File: config.mk
export PLATFORM = sky130hd
export DESIGN_NAME = uart_tx_fifo
export DESIGN_NICKNAME = d
export VERILOG_FILES = /design/src/rtl/uart_tx_fifo.sv
export SDC_FILE = /design/constraint.sdc
export NUM_CORES = 1
export LEC_CHECK = 0
export BUFFER_PORTS_ARGS = -buffer_cell sky130_fd_sc_hd__buf_2
export CAP_MARGIN = 10
export CORE_ASPECT_RATIO = 0.5
export CORE_MARGIN = 2
export CORE_UTILIZATION = 46
export CTS_CLUSTER_DIAMETER = 200
export DETAILED_ROUTE_END_ITERATION = 7
export MAX_ROUTING_LAYER = met4
export PLACE_DENSITY = 0.67
export SLEW_MARGIN = 25
export SYNTH_ARGS = -nofsm -noshare
export SYNTH_HDL_FRONTEND = slang
export SYNTH_SLANG_ARGS = --single-unit
File: constraint.sdc
create_clock -name HCLK -period 2.8 [get_ports HCLK]
set_input_delay 0 -clock HCLK [delete_from_list [all_inputs] [get_ports HCLK]]
set_output_delay 0 -clock HCLK [all_outputs]
set_load 0.01 [all_outputs]
File: src/rtl/uart_tx_fifo.sv
// Buffered 8N1 UART transmitter: small circular FIFO feeding a start/data/stop serialiser.
// Every bit lasts (baud_div + 1) cycles. The divisor is sampled once per frame, when the frame starts.
//
// state | meaning
// IDLE  | line high, waiting for en and a queued byte
// START | start bit (low) on the line
// DATA  | eight data bits, LSB first
// STOP  | stop bit (high); may chain straight into the next START
module uart_tx_fifo #(
    parameter int DEPTH = 4,
    parameter int DIV_W = 16
) (
    input  logic                     HCLK,
    input  logic                     HRESET,
    input  logic                     en,
    input  logic [DIV_W-1:0]         baud_div,
    input  logic [7:0]               wdata,
    input  logic                     wr,
    output logic                     full,
    output logic [$clog2(DEPTH):0]   level,
    output logic                     ovf,
    output logic                     tx,
    output logic                     busy,
    output logic                     done
);
    localparam int AW = $clog2(DEPTH);
    localparam int PW = AW + 1;

    typedef enum logic [1:0] {IDLE, START, DATA, STOP} state_t;

    logic [7:0]       mem_q [DEPTH];
    logic [PW-1:0]    wptr_q, wptr_d, rptr_q, rptr_d;
    state_t           state_q, state_d;
    logic [DIV_W-1:0] cnt_q, cnt_d, div_q, div_d;
    logic [2:0]       bit_q, bit_d;
    logic [7:0]       shift_q, shift_d;
    logic             tx_q, tx_d, busy_q, busy_d, done_q, done_d, ovf_q, ovf_d;
    logic             empty, push, pop, load;

    assign empty = (wptr_q == rptr_q);
    assign full  = (wptr_q[AW] != rptr_q[AW]) && (wptr_q[AW-1:0] == rptr_q[AW-1:0]);
    assign push  = wr & ~full;
    assign level = wptr_q - rptr_q;

    assign tx   = tx_q;
    assign busy = busy_q;
    assign done = done_q;
    assign ovf  = ovf_q;

    // Storage needs no reset: the pointers alone decide what is valid.
    always_ff @(posedge HCLK) begin
        if (push) mem_q[wptr_q[AW-1:0]] <= wdata;
    end

    always_comb begin
        state_d = state_q;
        cnt_d   = cnt_q;
        div_d   = div_q;
        bit_d   = bit_q;
        shift_d = shift_q;
        tx_d    = tx_q;
        done_d  = 1'b0;
        load    = 1'b0;
        case (state_q)
            IDLE: begin
                if (en && !empty) load = 1'b1;
            end
            START: begin
                if (cnt_q == '0) begin
                    state_d = DATA;
                    cnt_d   = div_q;
                    tx_d    = shift_q[0];
                end else begin
                    cnt_d = cnt_q - DIV_W'(1);
                end
            end
            DATA: begin
                if (cnt_q == '0) begin
                    cnt_d = div_q;
                    if (bit_q == 3'd7) begin
                        state_d = STOP;
                        tx_d    = 1'b1;
                    end else begin
                        bit_d   = bit_q + 3'd1;
                        shift_d = shift_q >> 1;
                        tx_d    = shift_q[1];
                    end
                end else begin
                    cnt_d = cnt_q - DIV_W'(1);
                end
            end
            STOP: begin
                if (cnt_q == '0) begin
                    done_d = 1'b1;
                    if (en && !empty) begin
                        load = 1'b1;
                    end else begin
                        state_d = IDLE;
                        tx_d    = 1'b1;
                    end
                end else begin
                    cnt_d = cnt_q - DIV_W'(1);
                end
            end
            default: state_d = IDLE;
        endcase
        // Frame start, shared by IDLE and the back-to-back path out of STOP.
        if (load) begin
            state_d = START;
            shift_d = mem_q[rptr_q[AW-1:0]];
            div_d   = baud_div;
            cnt_d   = baud_div;
            bit_d   = 3'd0;
            tx_d    = 1'b0;
        end
    end

    assign pop    = load;
    assign wptr_d = push ? wptr_q + PW'(1) : wptr_q;
    assign rptr_d = pop  ? rptr_q + PW'(1) : rptr_q;
    assign busy_d = (state_d != IDLE);
    assign ovf_d  = wr & full;

    always_ff @(posedge HCLK or posedge HRESET) begin
        if (HRESET) begin
            state_q <= IDLE;
            wptr_q  <= '0;
            rptr_q  <= '0;
            cnt_q   <= '0;
            div_q   <= '0;
            bit_q   <= '0;
            shift_q <= '0;
            tx_q    <= 1'b1;
            busy_q  <= 1'b0;
            done_q  <= 1'b0;
            ovf_q   <= 1'b0;
        end else begin
            state_q <= state_d;
            wptr_q  <= wptr_d;
            rptr_q  <= rptr_d;
            cnt_q   <= cnt_d;
            div_q   <= div_d;
            bit_q   <= bit_d;
            shift_q <= shift_d;
            tx_q    <= tx_d;
            busy_q  <= busy_d;
            done_q  <= done_d;
            ovf_q   <= ovf_d;
        end
    end
endmodule

==> impl_results.md, run 1 <==
- Final hold violation count: 0
- Setup TNS: 0 ps
- Gr ovfl total: 0
- Sw frac: 0.270
- Ys async rst share: 0.632
- Clock transition at path regs: 70 ps
- Vias in the first global route: 3129
- Max VDD drop: 0.378 mV
- Crit Path Category: reg -> reg
- Critical Path Most Common Cell: o21ai_0
- Seq pwr share: 0.487
- Yosys Warn Count: 0
- Row cnt: 24
- I/O pins: 36
- H-tree depth: 3
- Seq/Total Area, Yosys: 0.543
- 1st-iter DRT viols: 184
- Total chip power: 3.06 mW
- Die H: 72.4 um
- CP Buf/Inv Count: 2
- Core Region: 8890 um^2
- CP required: 3030 ps
- Routability Congestion: 0.842
- DRC: 0
- PortBufs: 35
- P_leak: 2.27 nW
- Synth Net Count: 433
- Via count: 3133
- #FFs+latches synth: 87
- Crit path largest cell delay: 460 ps
- CP max-delay cell: a211o_1
- Post-CTS sizing: 0
- Avg Inst Size Synth: 11.1 um^2
- CTS Root Cell: clkbuf_16
- All-Layer GR Usage: 0.205
- Final setup margin: 282 ps
- Wirelength per Cell: 15.6 um
- Comb power frac: 0.115
- Final core utilization: 0.591
- RSZ-0062 raised after global routing: no
- Worst-margin pin slew: 862 ps
- Layout cell share with drive strength beyond 1: 0.191
- Critical Path AT: 2750 ps
- Max-Cap Viols: 0
- Final Skew: 6.53 ps
- Hold Crit Class: in -> reg
- Worst setup EP type: flip-flop
- Slew HR: 0.424
- DIE AREA: 10200 um^2
- Setup crit start kind: flip-flop
- Filler instances: 733
- Initial antenna violation count: 0
- CTS tree: built
- Post-DP HPWL: 6.03 mm
- Die X: 141 um
- Crit-path leading delay family: simple AND/OR/NAND/NOR gates
- Max clock buf depth: 2
- Final slew viol count: 0
- Synth cell types: 56
- Worst Path Max Fanout: 19
- EDFF count, synth: 32
- Hold WS: 135 ps
- Pre-CTS setup slack: 307 ps
- CP cell instances: inv_1, ha_1, nor4b_1, nand4_2, a211o_1, buf_4, o21ai_0, o21ai_0
- Number of CTS-inserted buffers: 9
- PwrDens: 582 nW/um^2
- Most common cell after layout, fill and taps aside: nand2_1
- Commonest non-fill, non-tap cells in the layout: 67 x nand2_1, 54 x dfrtp_1, 35 x buf_2
- Final period utilization: 0.899
- Synth Flop Type: dfrtp_1
- N_diodes: 0
- First-pass GRT wire length: 15.6 mm
- Final min period: 2520 ps
- Drt total wl: 9.10 mm
- Via-to-Cell Ratio: 5.36
- Final net count: 506
- Post-route antenna net violation count: 0
- Sw power: 826 uW
- Final setup fails: 0
- Area growth, synth to finish: 22.1%
- Gate Count Post-Synth: 389
- Clk_lat worst skew: 350 ps
- Largest net degree at the start of global routing: 41
- Max Freq: 397 MHz
- Postcts setup bufs: 0
- Starting Density: 0.485
- Synthesized area: 4310 um^2
- Clock share of power: 0.398
- TritonRoute pass-1 iters: 4
- Outcome: completed
- Total internal power: 2.23 mW
- Sink Count: 87
## final timing paths
path	start	slack, ps	to	cells after the start
min	en	130	state_q[0]	4
min in group asynchronous	HRESET	380	div_q[5]	3
max	cnt_q[0]	280	cnt_q[5]	8
max in group asynchronous	HRESET	1760	div_q[15]	4
min reg2reg	div_q[13]	480	div_q[13]	2
max reg2reg	cnt_q[0]	280	cnt_q[5]	8
## layout make-up
cell class / instances / area, um^2 / share of cell area
Clock buffer: 9 / 225 / 0.0428
Sequential cell: 87 / 2340 / 0.445
Timing Repair Buffer: 80 / 578 / 0.110
Multi-Input combinational cell: 269 / 1830 / 0.349
Tap cell: 117 / 146 / 0.0278
Clock inverter: 7 / 78.8 / 0.0150
Inverter: 15 / 56.3 / 0.0107
## worst min-delay path, cell delays in order
cell and delay [ps]:
buf_2 90, o21a_1 150, o211ai_1 110, nand3_1 90
## logic make-up (layout without fill, tap and decap cells)
logic type | Yosys count | in the layout | share of synthesized area
AOI/OAI and AO/OA | 81 | 81 | 0.119
xor gates and xnor gates | 13 | 13 | 0.0264
adders and majority gates | 16 | 16 | 0.0482
buffers and inverters | 33 | 111 | 0.0328
DFF | 87 | 87 | 0.543
muxes | 19 | 19 | 0.0674
and+or+nand+nor | 140 | 140 | 0.163
## state kept, by name, summed over array words and instances, names as in the netlist
signal   cells
ovf          1
busy         1
wptr_q       3
shift_q      8
tx           1
cnt_q       16
mem_q       32
rptr_q       3
div_q       16
done         1
state_q      2
bit_q        3
## power by group through the flow
stage	combinational, mW	clock, mW	sequential [mW]
2_1_floorplan	0.209	0	1.50
6_report	0.351	1.22	1.49
4_1_cts	0.363	1.24	1.49
5_1_grt	0.404	1.30	1.50
3_3_place_gp	0.324	0	1.51
3_5_place_dp	0.333	0	1.52
## stage by stage
stage	cell area, um^2	instances
floorplan	4310	389
global placement	4690	542
detailed placement	4690	542
CTS	5260	584
global route	5260	584
finish	5260	584
## per-layer routing
metal | up-vias | wire length (um) | track usage
met1 | 1519 | 4360 | 0.263
met3 | 12 | 344 | 0.0436
li1 | 1544 | - | -
met4 | 0 | 110 | 0.0633
met5 | - | 0 | -
met2 | 58 | 4290 | 0.334
## cells in the mapped netlist (2+ instances only)
cell type	n	area [um^2]
nor2b_1	3	18.8
buf_4	3	22.5
o211ai_1	10	75.1
o21a_1	2	15.0
o21ai_1	3	15.0
edfxtp_1	32	961
or4_1	3	22.5
a31oi_1	3	18.8
xor2_1	4	35.0
nand2b_1	3	18.8
nand4b_1	2	17.5
clkbuf_1	8	30.0
buf_1	2	7.51
or3_1	3	18.8
dfrtp_1	54	1350
mux2i_1	11	110
buf_2	5	25.0
inv_1	15	56.3
o21ai_0	28	140
and2_1	7	43.8
ha_1	15	188
mux4_2	8	180
nor4b_1	5	43.8
xnor2_1	9	78.8
nand4_1	5	31.3
a21oi_1	16	80.1
o31ai_1	3	22.5
nand2_1	67	251
nor3_1	4	20.0
nor2_1	21	78.8
nand3_1	7	35.0
a21o_1	4	30.0
## timing repair
action / 4_1_cts / 5_1_grt
hold buffers: 26 / 0
setup endpoints to repair: 0 / 0
hold endpoints to repair: 102 / 0
No activity file was read; power rests on OpenSTA's default activity.
==> run 2, diff against run 1 <==
Settings changed: CORE_MARGIN 2 to 8.
==> run 2 against run 1 <==
Cell count is the same. First-iteration DRC count decreased by 6.5%. Non-clock buffer count decreased by 4. Critical path depth unchanged. Via count up 1.1%. Core utilization down 2.6 points. Critical path type unchanged.
==> impl_results.md, run 2 (same netlist as run 1, synthesis figures left out) <==
- Setup TNS: 0 ps
- DRC: 0
- CP max-delay cell: dfrtp_1
- Row cnt: 25
- Post-DP HPWL: 6.11 mm
- Setup crit start kind: flip-flop
- H-tree depth: 3
- Reg2reg end: rptr_q[2]
- First-pass GRT wire length: 15.4 mm
- Max Freq: 396 MHz
- Largest net degree at the start of global routing: 39
- DIE AREA: 12900 um^2
- Wirelength per Cell: 15.6 um
- Final setup fails: 0
- Vias in the first global route: 3198
- Hold Crit Class: in -> reg
- Post-route antenna net violation count: 0
- Core Region: 9260 um^2
- RSZ-0062 raised after global routing: no
- Final setup margin: 274 ps
- Outcome: completed
- Worst-margin pin slew: 808 ps
- CTS Root Cell: clkbuf_16
- Via count: 3168
- Final slew viol count: 0
- Max-Cap Viols: 0
- Drt total wl: 9.09 mm
- Area growth, synth to finish: 21.6%
- All-Layer GR Usage: 0.151
- Final Skew: 6.78 ps
- Sink Count: 87
- Final net count: 502
- 1st-iter DRT viols: 172
- N_diodes: 0
- Hold Path Depth: 4
- TritonRoute pass-1 iters: 4
- Pre-CTS setup slack: 326 ps
- CP Capture Point: rptr_q[2]
- Slew HR: 0.460
- Max reg flops: 32
- Initial antenna violation count: 0
- Clk_lat worst skew: 340 ps
- Crit path largest cell delay: 450 ps
- Layout Cells excl Fill: 584
- CP cell instances: inv_1, ha_1, nor4b_1, nand4_2, a211oi_4, buf_12, nand2_1, xnor2_1
- Die H: 84.4 um
- Worst setup EP type: flip-flop
- Post-CTS sizing: 0
- Critical Path AT: 2760 ps
- Reg2reg start: cnt_q[0]
- Postcts setup bufs: 0
- Number of CTS-inserted buffers: 9
- P_leak: 2.25 nW
- Final period utilization: 0.902
- I/O pins: 36
- PwrDens: 579 nW/um^2
- Final hold violation count: 0
- Clock transition at path regs: 70 ps
- Final instance area: 5240 um^2
- Starting Density: 0.465
- DP Area: 4680 um^2
- Hold buffers post-CTS: 26
- Via-to-Cell Ratio: 5.42
- Crit Path Category: reg -> reg
- Worst r2r path cells: 8
- Gr ovfl total: 0
- Routability Congestion: 0.802
- Layout cell share with drive strength beyond 1: 0.184
- CTS tree: built
- CP required: 3030 ps
- Commonest non-fill, non-tap cells in the layout: 67 x nand2_1, 54 x dfrtp_1, 35 x buf_2
- Most common cell after layout, fill and taps aside: nand2_1
- Worst Path Max Fanout: 38
- Flop2flop setup slack: 270 ps
- PortBufs: 35
- Placed cells: 542
- Die X: 153 um
- Setup crit start: cnt_q[0]
- Final min period: 2530 ps
- Max VDD drop: 0.371 mV
- Total chip power: 3.03 mW
- Max clock buf depth: 2
==> run 2: cell types whose count changed in the layout (fill, tap and decap cells not counted) <==
cell,before,now
buf_4,19,14
clkinv_4,1,2
buf_12,0,1
clkinv_8,1,0
==> run 2: per-layer routing <==
layer  global-route usage  vias to the layer above  routed length (um)
li1                     -                     1534                   -
met1                0.184                     1548                4310
met2                0.245                       70                4350
met3               0.0348                       16                 289
met4               0.0535                        0                 137
met5                    -                        -                   0
==> run 2: worst min path at each step <==
| stage | to | from |
|---|---|---|
| after floorplan | mem_q[0][0] | wdata[0] |
| after global placement | div_q[1] | HRESET |
| after detailed placement | div_q[1] | HRESET |
| after CTS | busy | en |
| after global routing | busy | en |
| final | busy | en |
==> run 2: per-stage QoR <==
| stage | hold WS (ps) | util |
|---|---|---|
| after floorplan | 98.9 | - |
| after global placement | 199 | 0.506 |
| after detailed placement | 205 | 0.506 |
| after CTS | 125 | 0.566 |
| after global routing | 191 | 0.566 |
| final | 143 | 0.566 |
==> run 2: cell type report <==
class	count	area [um^2]
fillers	800	4020
clock inverters	7	71.3
well taps	121	151
multi-input cells	269	1830
inverters	15	56.3
clock buffers	9	225
repair buffers	76	561
flip-flops and latches	87	2340
==> run 2: critical path: cells and delay by family, from the launching register on <==
family                   cells  cell delay [ps]
flip-flops                   1              450
AND/OR/NAND/NOR              3              830
adder cells (fa/ha/maj)      1              250
XOR/XNOR                     1              130
AO/OA/AOI/OAI                1              400
buffers and inverters        2              350
==> run 2: where the power goes <==
group          switching, mW  total, mW  internal (mW)
Combinational          0.205      0.357          0.152
Clock                  0.551       1.18          0.632
Sequential            0.0434       1.49           1.45
Total                  0.800       3.03           2.23
==> run 3, diff against run 2 <==
Settings changed: ABC_AREA from default to 1.
Clock period 2.8 ns to 2.7 ns, I/O delays scaled along.
==> run 3 against run 2 <==
Die area grew 2.5%. Total power shrank 7.0%. Routed wire length grew 4.5%. Sequential share of layout area shrank 1.4 points. Highest routed layer unchanged. Combinational power shrank 80%. Hold slack lost 8.5 ps. Cell count grew 25%. Register-to-register slack gained 200 ps.
==> impl_results.md, run 3 <==
- Total chip power: 2.82 mW
- Vias in the first global route: 3429
- Sw frac: 0.207
- Avg Inst Size Synth: 8.59 um^2
- PortBufs: 35
- Drt total wl: 9.50 mm
- Clock transition at path regs: 70 ps
- Largest cells by area after synthesis: dfrtp_1 30%, edfxtp_1 22%, nand2_1 12%
- CTS tree: built
- TritonRoute pass-1 iters: 5
- Clock share of power: 0.488
- Largest net degree at the start of global routing: 33
- Final period utilization: 0.826
- Gate Count Post-Synth: 516
- Clk_lat worst skew: 350 ps
- Seq/Total Area, Yosys: 0.528
- Comb power frac: 0.026
- Layout cell share with drive strength beyond 1: 0.143
- Final hold violation count: 0
- Critical Path AT: 2510 ps
- Post-synth top cells: 140 x nand2_1, 61 x nor2_1, 57 x inv_1
- Hold Crit Class: in -> reg
- Synth cell types: 33
- Seq pwr share: 0.486
- Final slew viol count: 0
- Final setup fails: 0
- Slew HR: 0.467
- Ys async rst share: 0.632
- Yosys Warn Count: 0
- RSZ-0062 raised after global routing: no
- Pre-CTS setup slack: 441 ps
- CP required: 2980 ps
- Max clock buf depth: 2
- DIE AREA: 13200 um^2
- Final net count: 633
- I/O pins: 36
- Routability Congestion: 0.863
- Setup crit start kind: flip-flop
- Worst-margin pin slew: 791 ps
- Commonest non-fill, non-tap cells in the layout: 140 x nand2_1, 61 x nor2_1, 56 x inv_1
- Number of CTS-inserted buffers: 9
- Crit Path Category: reg -> reg
- Area growth, synth to finish: 21.9%
- CTS Root Cell: clkbuf_16
- Gr ovfl total: 0
- Wirelength per Cell: 13.0 um
- P_leak: 2.57 nW
- Setup TNS: 0 ps
- Worst Path Max Fanout: 15
- EDFF count, synth: 32
- Final min period: 2230 ps
- Total internal power: 2.24 mW
- Final setup margin: 471 ps
- Synth Net Count: 560
- Max VDD drop: 0.352 mV
- Max-Cap Viols: 0
- Synth top area share: 0.305
- Most common cell after layout, fill and taps aside: nand2_1
- Row cnt: 25
- Die X: 155 um
- Outcome: completed
- 1st-iter DRT viols: 218
- Core Region: 9420 um^2
- Filler instances: 836
- First-pass GRT wire length: 16.2 mm
- Via count: 3522
- Final Skew: 5.68 ps
- #FFs+latches synth: 87
- Via-to-Cell Ratio: 4.83
- Max reg flops: 32
- Max Freq: 449 MHz
- Cell taking the most area after synthesis: dfrtp_1
- PwrDens: 521 nW/um^2
- Starting Density: 0.471
- Sw power: 583 uW
- Initial antenna violation count: 0
- N_diodes: 0
- Synthesized area: 4430 um^2
- Most common cell in the netlist: nand2_1
- All-Layer GR Usage: 0.157
- DRC: 0
- Post-route antenna net violation count: 0
- Postcts setup bufs: 0
- Post-DP HPWL: 6.64 mm
- Sink Count: 87
- Worst setup EP type: flip-flop
- Hold Path Depth: 5
- Worst r2r path cells: 10
- Synth Flop Type: dfrtp_1
- H-tree depth: 3
- Die H: 85.4 um
==> run 3: cell count changes in the layout (fill, tap and decap cells not counted), moves of 11 or more <==
cell     delta
nor2_1     +40
inv_1      +42
a21oi_1    -11
mux2i_1    -11
nand2_1    +73
nand3_1    +46
==> run 3: cell type report <==
cell class	count	area, um^2	area share
clock buffers	9	225	0.0417
well taps	135	169	0.0313
repair buffers	74	546	0.101
inverters	59	221	0.0410
flip-flops and latches	87	2340	0.433
clock inverters	7	105	0.0194
multi-input cells	358	1800	0.333
==> run 3: metal layers <==
| metal | share of wire | track usage | routed length [um] |
|---|---|---|---|
| met1 | 0.48 | 0.192 | 4600 |
| met2 | 0.47 | 0.250 | 4430 |
| met3 | 0.037 | 0.0380 | 356 |
| met4 | 0.012 | 0.0591 | 112 |
| met5 | 0 | - | 0 |
==> run 3: path summary, 6_finish.rpt <==
check                      startpoint         end  slack [ps]
setup / recovery            rptr_q[1]   cnt_q[13]         470
hold / removal                     en          tx         130
setup reg to reg            rptr_q[1]   cnt_q[13]         470
hold reg to reg            shift_q[7]  shift_q[7]         470
max in group asynchronous      HRESET          tx        1620
min in group asynchronous      HRESET   wptr_q[1]         230
==> run 3: logic make-up after synthesis <==
group	Yosys count	synth area share
AO/OA/AOI/OAI	53	0.0660
XOR/XNOR	11	0.0217
adder cells (fa/ha/maj)	16	0.0469
buffers and inverters	71	0.0666
flip-flops	87	0.528
AND/OR/NAND/NOR	278	0.271
==> run 3: worst max-delay path: stages, from the launching register on <==
cell	delay, ps
dfrtp_1	510
clkinv_1	140
ha_1	310
nand3_1	130
nand3_1	140
a21oi_4	400
buf_4	280
nand2_1	80
nand2_1	70
inv_1	40
nand2_1	60
==> run 3: power by group through the flow <==
stage	sequential (mW)	combinational, mW	clock, mW
5_1_grt	1.37	0.0812	1.45
2_1_floorplan	1.40	0.0126	0
3_3_place_gp	1.40	0.0451	0
3_5_place_dp	1.40	0.0457	0
4_1_cts	1.37	0.0747	1.40
6_report	1.37	0.0730	1.37
==> run 3: stage by stage <==
step           utilization  cell area, um^2  std cells  hold slack [ps]
4_1_cts              0.574             5400        729              129
6_report             0.574             5400        729              135
2_1_floorplan            -             4430        516             98.9
3_3_place_gp         0.511             4810        687             57.1
5_1_grt              0.574             5400        729              206
3_5_place_dp         0.511             4810        687             72.0
==> run 3: timing repair <==
item | CTS | global route
hold buffers | 26 | 0
resized for setup | 0 | 0
hold endpoints to repair | 87 | 0
